$ cat src/rtl/vga_scan_controller.sv
// 640x480@60 VGA scan generator: pixel divider, raster counters, image RAM addressing and a
// two-tick sync/colour pipeline. Optional macro IMG_BORDER_EN draws a white ring around the image.
module vga_scan_controller #(
  parameter int CLK_DIV    = 4,
  parameter int H_VIS      = 640,
  parameter int H_FP       = 16,
  parameter int H_SYNC     = 96,
  parameter int H_BP       = 48,
  parameter int V_VIS      = 480,
  parameter int V_FP       = 10,
  parameter int V_SYNC     = 2,
  parameter int V_BP       = 33,
  parameter int IMG_X0     = 256,
  parameter int IMG_Y0     = 176,
  parameter int SCALE_LOG2 = 2
) (
  input  logic       clk,
  input  logic       rst,
  input  logic [3:0] rVGA,
  input  logic [3:0] gVGA,
  input  logic [3:0] bVGA,
  output logic [9:0] vga_addr,
  output logic       hsync,
  output logic       vsync,
  output logic [3:0] vga_r,
  output logic [3:0] vga_g,
  output logic [3:0] vga_b,
  output logic       pix_tick,
  output logic       frame_start
);

  localparam int H_TOTAL = H_VIS + H_FP + H_SYNC + H_BP;
  localparam int V_TOTAL = V_VIS + V_FP + V_SYNC + V_BP;
  localparam int HW      = $clog2(H_TOTAL);
  localparam int VW      = $clog2(V_TOTAL);
  localparam int DW      = $clog2(CLK_DIV);
  localparam int IMG_W   = 32 << SCALE_LOG2;

  localparam logic [DW-1:0] DIV_LAST = DW'(CLK_DIV - 1);
  localparam logic [DW-1:0] DIV_PRE  = DW'(CLK_DIV - 2);

  localparam logic [HW-1:0] H_ACT  = HW'(H_VIS);
  localparam logic [HW-1:0] HS_BEG = HW'(H_VIS + H_FP);
  localparam logic [HW-1:0] HS_END = HW'(H_VIS + H_FP + H_SYNC);
  localparam logic [HW-1:0] H_LAST = HW'(H_TOTAL - 1);
  localparam logic [HW-1:0] X_BEG  = HW'(IMG_X0);
  localparam logic [HW-1:0] X_END  = HW'(IMG_X0 + IMG_W);

  localparam logic [VW-1:0] V_ACT  = VW'(V_VIS);
  localparam logic [VW-1:0] VS_BEG = VW'(V_VIS + V_FP);
  localparam logic [VW-1:0] VS_END = VW'(V_VIS + V_FP + V_SYNC);
  localparam logic [VW-1:0] V_LAST = VW'(V_TOTAL - 1);
  localparam logic [VW-1:0] Y_BEG  = VW'(IMG_Y0);
  localparam logic [VW-1:0] Y_END  = VW'(IMG_Y0 + IMG_W);

`ifdef IMG_BORDER_EN
  localparam logic [HW-1:0] X_RLO = HW'(IMG_X0 - 1);
  localparam logic [HW-1:0] X_RHI = HW'(IMG_X0 + IMG_W + 1);
  localparam logic [VW-1:0] Y_RLO = VW'(IMG_Y0 - 1);
  localparam logic [VW-1:0] Y_RHI = VW'(IMG_Y0 + IMG_W + 1);
`endif

  function automatic logic in_h(input logic [HW-1:0] c, input logic [HW-1:0] lo,
                                input logic [HW-1:0] hi);
    return (c >= lo) && (c < hi);
  endfunction

  function automatic logic in_v(input logic [VW-1:0] c, input logic [VW-1:0] lo,
                                input logic [VW-1:0] hi);
    return (c >= lo) && (c < hi);
  endfunction

  logic [DW-1:0] div_p0;
  logic [HW-1:0] h_cnt_p0;
  logic [VW-1:0] v_cnt_p0;

  logic          active_c, img_c, border_c, hs_c, vs_c;
  logic [9:0]    addr_c;

  logic          active_p1, img_p1, border_p1, hs_p1, vs_p1, vld_p1;

  // Stage 0: pixel divider and raster counters
  always_ff @(posedge clk) begin
    if (rst) begin
      div_p0      <= '0;
      pix_tick    <= 1'b0;
      frame_start <= 1'b0;
      h_cnt_p0    <= '0;
      v_cnt_p0    <= '0;
    end else begin
      div_p0      <= (div_p0 == DIV_LAST) ? '0 : div_p0 + DW'(1);
      pix_tick    <= (div_p0 == DIV_PRE);
      frame_start <= 1'b0;
      if (pix_tick) begin
        if (h_cnt_p0 == H_LAST) begin
          h_cnt_p0 <= '0;
          if (v_cnt_p0 == V_LAST) begin
            v_cnt_p0    <= '0;
            frame_start <= 1'b1;
          end else begin
            v_cnt_p0 <= v_cnt_p0 + VW'(1);
          end
        end else begin
          h_cnt_p0 <= h_cnt_p0 + HW'(1);
        end
      end
    end
  end

  // Offsets wrap outside the window but are only used when img_c holds
  always_comb begin
    active_c = (h_cnt_p0 < H_ACT) && (v_cnt_p0 < V_ACT);
    img_c    = in_h(h_cnt_p0, X_BEG, X_END) && in_v(v_cnt_p0, Y_BEG, Y_END);
    hs_c     = !in_h(h_cnt_p0, HS_BEG, HS_END);
    vs_c     = !in_v(v_cnt_p0, VS_BEG, VS_END);
    addr_c   = '0;
    if (img_c)
      addr_c = {5'((v_cnt_p0 - Y_BEG) >> SCALE_LOG2), 5'((h_cnt_p0 - X_BEG) >> SCALE_LOG2)};
`ifdef IMG_BORDER_EN
    border_c = ((h_cnt_p0 == X_RLO || h_cnt_p0 == X_END) && in_v(v_cnt_p0, Y_RLO, Y_RHI)) ||
               ((v_cnt_p0 == Y_RLO || v_cnt_p0 == Y_END) && in_h(h_cnt_p0, X_RLO, X_RHI));
`else
    border_c = 1'b0;
`endif
  end

  // Stage 1: window decode and RAM address
  always_ff @(posedge clk) begin
    if (rst) begin
      active_p1 <= 1'b0;
      img_p1    <= 1'b0;
      border_p1 <= 1'b0;
      hs_p1     <= 1'b1;
      vs_p1     <= 1'b1;
      vld_p1    <= 1'b0;
      vga_addr  <= '0;
    end else if (pix_tick) begin
      active_p1 <= active_c;
      img_p1    <= img_c;
      border_p1 <= border_c;
      hs_p1     <= hs_c;
      vs_p1     <= vs_c;
      vld_p1    <= 1'b1;
      vga_addr  <= addr_c;
    end
  end

  // Stage 2: blank colour and align it with sync at the pins
  always_ff @(posedge clk) begin
    if (rst) begin
      hsync <= 1'b1;
      vsync <= 1'b1;
      vga_r <= '0;
      vga_g <= '0;
      vga_b <= '0;
    end else if (pix_tick) begin
      hsync <= hs_p1;
      vsync <= vs_p1;
      if (vld_p1 && active_p1 && img_p1)
        {vga_r, vga_g, vga_b} <= {rVGA, gVGA, bVGA};
      else if (vld_p1 && active_p1 && border_p1)
        {vga_r, vga_g, vga_b} <= 12'hFFF;
      else
        {vga_r, vga_g, vga_b} <= 12'h000;
    end
  end

endmodule

$ cat config.mk
export PLATFORM = sky130hd
export DESIGN_NAME = vga_scan_controller
export DESIGN_NICKNAME = d
export VERILOG_FILES = /design/src/rtl/vga_scan_controller.sv
export SDC_FILE = /design/constraint.sdc
export NUM_CORES = 1
export LEC_CHECK = 0
export ABC_CLOCK_PERIOD_IN_PS = 2800
export CAP_MARGIN = 15
export CELL_PAD_IN_SITES_DETAIL_PLACEMENT = 0
export CELL_PAD_IN_SITES_GLOBAL_PLACEMENT = 1
export CORE_UTILIZATION = 35
export CTS_BUF_LIST = sky130_fd_sc_hd__clkbuf_16
export DETAILED_ROUTE_END_ITERATION = 16
export GPL_TIMING_DRIVEN = 0
export PLACE_DENSITY = 0.79
export SLEW_MARGIN = 25
export SYNTH_ARGS = -nofsm -noshare
export SYNTH_HDL_FRONTEND = slang
export SYNTH_SLANG_ARGS = --single-unit
$ cat constraint.sdc
create_clock -name clk -period 2.8 [get_ports clk]
set_clock_uncertainty 0.1 [all_clocks]
set_input_delay 0.7 -clock clk [delete_from_list [all_inputs] [get_ports clk]]
set_output_delay 0.7 -clock clk [all_outputs]
set_load 0.005 [all_outputs]
* Yosys cells after proc, flatten, opt, wreduce, memory -nomap -nowiden
Cells that the tools add are included. W data, S select, Z words.
Word-level totals: bits in registers 53, output and inout bits 26, bits of input ports 14
Cells by class: mux-type cells 7, $add $sub $neg 5, bitwise gates (word level) 2, eq/ne operators 4, reductions and logical operators 13, $lt $le $gt $ge 10
Operators by type and width (number):
- $lt A10 B9 Y1 const B | 4
- $mux W10 | 3
- $add A10 B1 Y10 const B | 2
- $eq A10 B10 Y1 const B | 2
- $ge A10 B9 Y1 const B | 2
- $lt A10 B10 Y1 const B | 2
- $mux W4 | 3
- $ge A10 B10 Y1 const B | 1
- $ge A10 B8 Y1 const B | 1
- $logic_and A1 B1 Y1 | 8
- $sub A7 B1 Y7 const B | 1
- $sub A7 B6 Y7 const B | 1
- $eq A2 B2 Y1 const B | 2
- $reduce_or A3 Y1 | 1
- $add A2 B1 Y2 const B | 1
- $logic_not A1 Y1 | 2
- $not A1 Y1 | 2
- $reduce_and A2 Y1 | 1
- $reduce_or A2 Y1 | 1
- $mux W1 | 1

* Logic depth before layout (Yosys ltp)
word-level depth 4, gate-level depth with buffers 7, gate-level depth less buffers 6

* Worst setup path before layout
OpenSTA, ideal clock, no wires.
path type register to register, from register h_cnt_p0[0], to register v_cnt_p0[8], required time 2.630 ns, slack 0.784 ns, arrival time 1.846 ns, stages on the path, launching flop included 7, cell sequence dfxtp_1 > ha_1 > nand4_4 > or3_1 > buf_2 > or4_1 > a21oi_1
On the way: cells in the longest elaborated chain, start to end 2
RTL lines:
- start: declaration | line 74 | logic [HW-1:0] h_cnt_p0;
- start signal: assignment | line 104 | h_cnt_p0 <= h_cnt_p0 + HW'(1);
- $eq A10 B10 Y1 | line 95 | if (h_cnt_p0 == H_LAST) begin
- $reduce_and A2 Y1 (no source line)
- end signal: assignment | line 101 | v_cnt_p0 <= v_cnt_p0 + VW'(1);
- end: declaration | line 75 | logic [VW-1:0] v_cnt_p0;
Every way passes these cells. A chain may end at the register's enable or synchronous reset.

* Worst setup path after layout
Ends and elaborated chain as after synthesis.

==> impl_metrics.csv <==
group,metric,value,unit
place,post-dp-hpwl,3.523,mm
synthesis,ys_types,39,
synthesis,synth-seq-cells,53,
critical_path,cp-start-kind,"flop",
floorplanning,rows,29,
critical_path,required,2920,ps
drt,routed_wirelength,5.029,mm
synthesis,synthCells,246,
grt,grt_max_degree,18,
layout,layout_commonest_cell,"dfxtp_1",
sta,totalNegativeSetupSlack,0,ps
place,dp_cells,362,
place,gp_congestion,0.7835,
floorplanning,initial_core_util,0.3641,
layout,syn2layout_area_growth,28.36,%
worst_hold_path,hold_path_class,"reg2reg",
layout,multi_input_area,1156,um2
drt,drt_pre_antenna_iters,4,
grt,grt.met3_usage,0.03678,
clock_tree,cts_root_buffer,"clkbuf_16",
layout,fill_cells,600,
synthesis,synth_ff_type,"dfxtp_1",
layout,post-route-util,0.4674,
sta,post-route-min-period,2210,ps
clock_tree,clk_pin_slew_worst_paths,70,ps
floorplanning,die_w,83.28,um
grt,grt_use_met2,0.2422,
drt,vias,1854,
critical_path,critical_path_class,"reg2reg",
sta,timing.final.ws_setup,590.4,ps
grt,grt_pass1_vias,1697,
layout,finalNonFillerCells,370,
critical_path,rrSetupSlack,590,ps
drt,drtIter0Drc,80,
grt,grtUsageMet1,0.1969,
floorplanning,die_h,83.28,um
clock_tree,postCtsSetupBuffers,0,
synthesis,synth_nets,270,
floorplanning,core,6350,um2
clock_tree,cts_resized,0,
outcome,status,"finished clean",
clock_tree,cts_buffer_depth,2,
synthesis,syn-cell-area,2312,um2
sta,worst_pin_slew,764.7,ps
layout,ff_latch_area,1061,um2
synthesis,synth-seq-area-share,0.4589,
floorplanning,io_pins,40,
layout,layout_common_cells,"53 x dfxtp_1, 39 x clkdlybuf4s50_1, 35 x nor2_1",
drt,drtAntennaViolNets,0,
grt,grt_pass1_wl,8.286,mm
grt,grt_overflow,0,
floorplanning,dieArea,6936,um2
critical_path,r2r_cells,6,
critical_path,r2r_start,"h_cnt_p0[0]$_SDFFE_PP0P_",
critical_path,arrival,2330,ps
layout,drive_gt1_frac,0.05802,
clock_tree,htree_levels,2,
critical_path,critPathMaxFanout,6,
drt,wl_per_cell,13.59,um
clock_tree,cts_buffers,5,
sta,final_max_slew_viol_count,0,
layout,antenna_cells,0,
place,dp_worst_setup_slack,312.0,ps
power,leakagePower,1.088,nW
clock_tree,clock_latency,290,ps
synthesis,synth_warnings,0,
critical_path,cp-endpoint,"v_cnt_p0[8]$_SDFFE_PP0P_",
sta,slew_headroom,0.4883,
drt,via_per_inst,5.011,
grt,busiest_layer,"met2",
sta,worst_hold_slack,351.9,ps
sta,fmax,452.6,MHz
place,placed_area,2799,um2
power,total_power,1.554,mW
sta,setup_viol,0,
synthesis,syn_avg_cell_area,9.399,um2
clock_tree,cts_tree,"yes",
critical_path,cp-end-kind,"flop",
synthesis,synth_edf_count,0,
power,vdd_ir_drop_max,299.9,uV
clock_tree,cts.sinks,53,
layout,nets,316,
place,io_buffer_count,39,
grt,track_usage,0.1506,
critical_path,cp-startpoint,"h_cnt_p0[0]$_SDFFE_PP0P_",
drt,drc,0,
synthesis,async_flop_share,0,
layout,design_area,2968,um2
clock_tree,cts_hold_buf,0,
sta,fin_crit_sh,0.7891,
sta,hold_violations,0,
run,drv_cap,0,
grt,grt_antenna_before_repair,0,
sta,rsz0062_at_grt,"no",
critical_path,reg2reg_to,"v_cnt_p0[8]$_SDFFE_PP0P_",
power,pwr_density_cell,523.6,nW/um2
flip-flops by register name, indices dropped and copies added (netlist names), 2 cells and up:
register  count
h_cnt_p0     10
v_cnt_p0     10
vga_addr     10
vga_b         4
vga_g         4
vga_r         4
div_p0        2
cell families (layout without fill, tap and decap cells):
group | count (synthesis) | after routing | share of synthesized area
XOR/XNOR | 16 | 16 | 0.06060
AND/OR/NAND/NOR | 104 | 104 | 0.2679
adder cells (fa/ha/maj) | 10 | 10 | 0.05411
multiplexers | 2 | 2 | 0.008658
buffers and inverters | 23 | 70 | 0.04113
flip-flops | 53 | 53 | 0.4589
AO/OA/AOI/OAI | 38 | 38 | 0.1088
cells in the mapped netlist, types with 3 or more instances:
cell type / count / area share
buf_2: 4 / 0.0087
dfxtp_1: 53 / 0.46
nor2_1: 35 / 0.057
nand2b_1: 5 / 0.014
o21ai_0: 3 / 0.0065
a22o_1: 10 / 0.038
inv_1: 9 / 0.015
nand4_1: 4 / 0.011
nand4b_1: 4 / 0.015
or3_1: 5 / 0.014
nand2_1: 3 / 0.0049
clkbuf_1: 9 / 0.015
nor4_1: 4 / 0.011
xnor2_1: 10 / 0.038
nor2b_1: 17 / 0.046
xor2_1: 6 / 0.023
nor3_1: 5 / 0.011
ha_1: 10 / 0.054
a21oi_1: 16 / 0.035
and4_1: 4 / 0.015
nand3_1: 7 / 0.015
worst min path at each step:
stage	start	slack, ps	end	depth (start not counted)
after floorplan	vld_p1$_SDFFE_PP0P_	330	vld_p1$_SDFFE_PP0P_	2
after global placement	vld_p1$_SDFFE_PP0P_	340	vld_p1$_SDFFE_PP0P_	2
after detailed placement	div_p0[0]$_SDFF_PP0_	350	div_p0[0]$_SDFF_PP0_	1
after CTS	div_p0[0]$_SDFF_PP0_	360	div_p0[0]$_SDFF_PP0_	1
after global routing	div_p0[0]$_SDFF_PP0_	360	div_p0[0]$_SDFF_PP0_	1
final	div_p0[0]$_SDFF_PP0_	350	div_p0[0]$_SDFF_PP0_	1
report_power, final:
group	internal, mW	switching, mW
combinational	0.0357	0.0360
clock	0.424	0.288
sequential	0.763	0.00746
worst max-delay path, cell delays in order, from the launching register on:
cell,delay [ps]
dfxtp_1,390
ha_1,260
nand4_4,160
or3_1,390
buf_2,170
or4_1,510
a21oi_1,150
layer usage:
layer / wire, um / up-vias
met3: 184 / 6
met2: 2340 / 37
li1: - / 948
met1: 2444 / 863
met5: 0 / -
met4: 61 / 0
cell type report:
type,count,share of cell area
timing repair buffer,39,0.1315
clock buffer,5,0.04216
multi-input combinational,170,0.3895
buffer,14,0.02066
tap,77,0.03246
clock inverter,3,0.01476
inverter,9,0.01138
sequential,53,0.3575
Note: power is estimated with default switching activity, not from simulation.
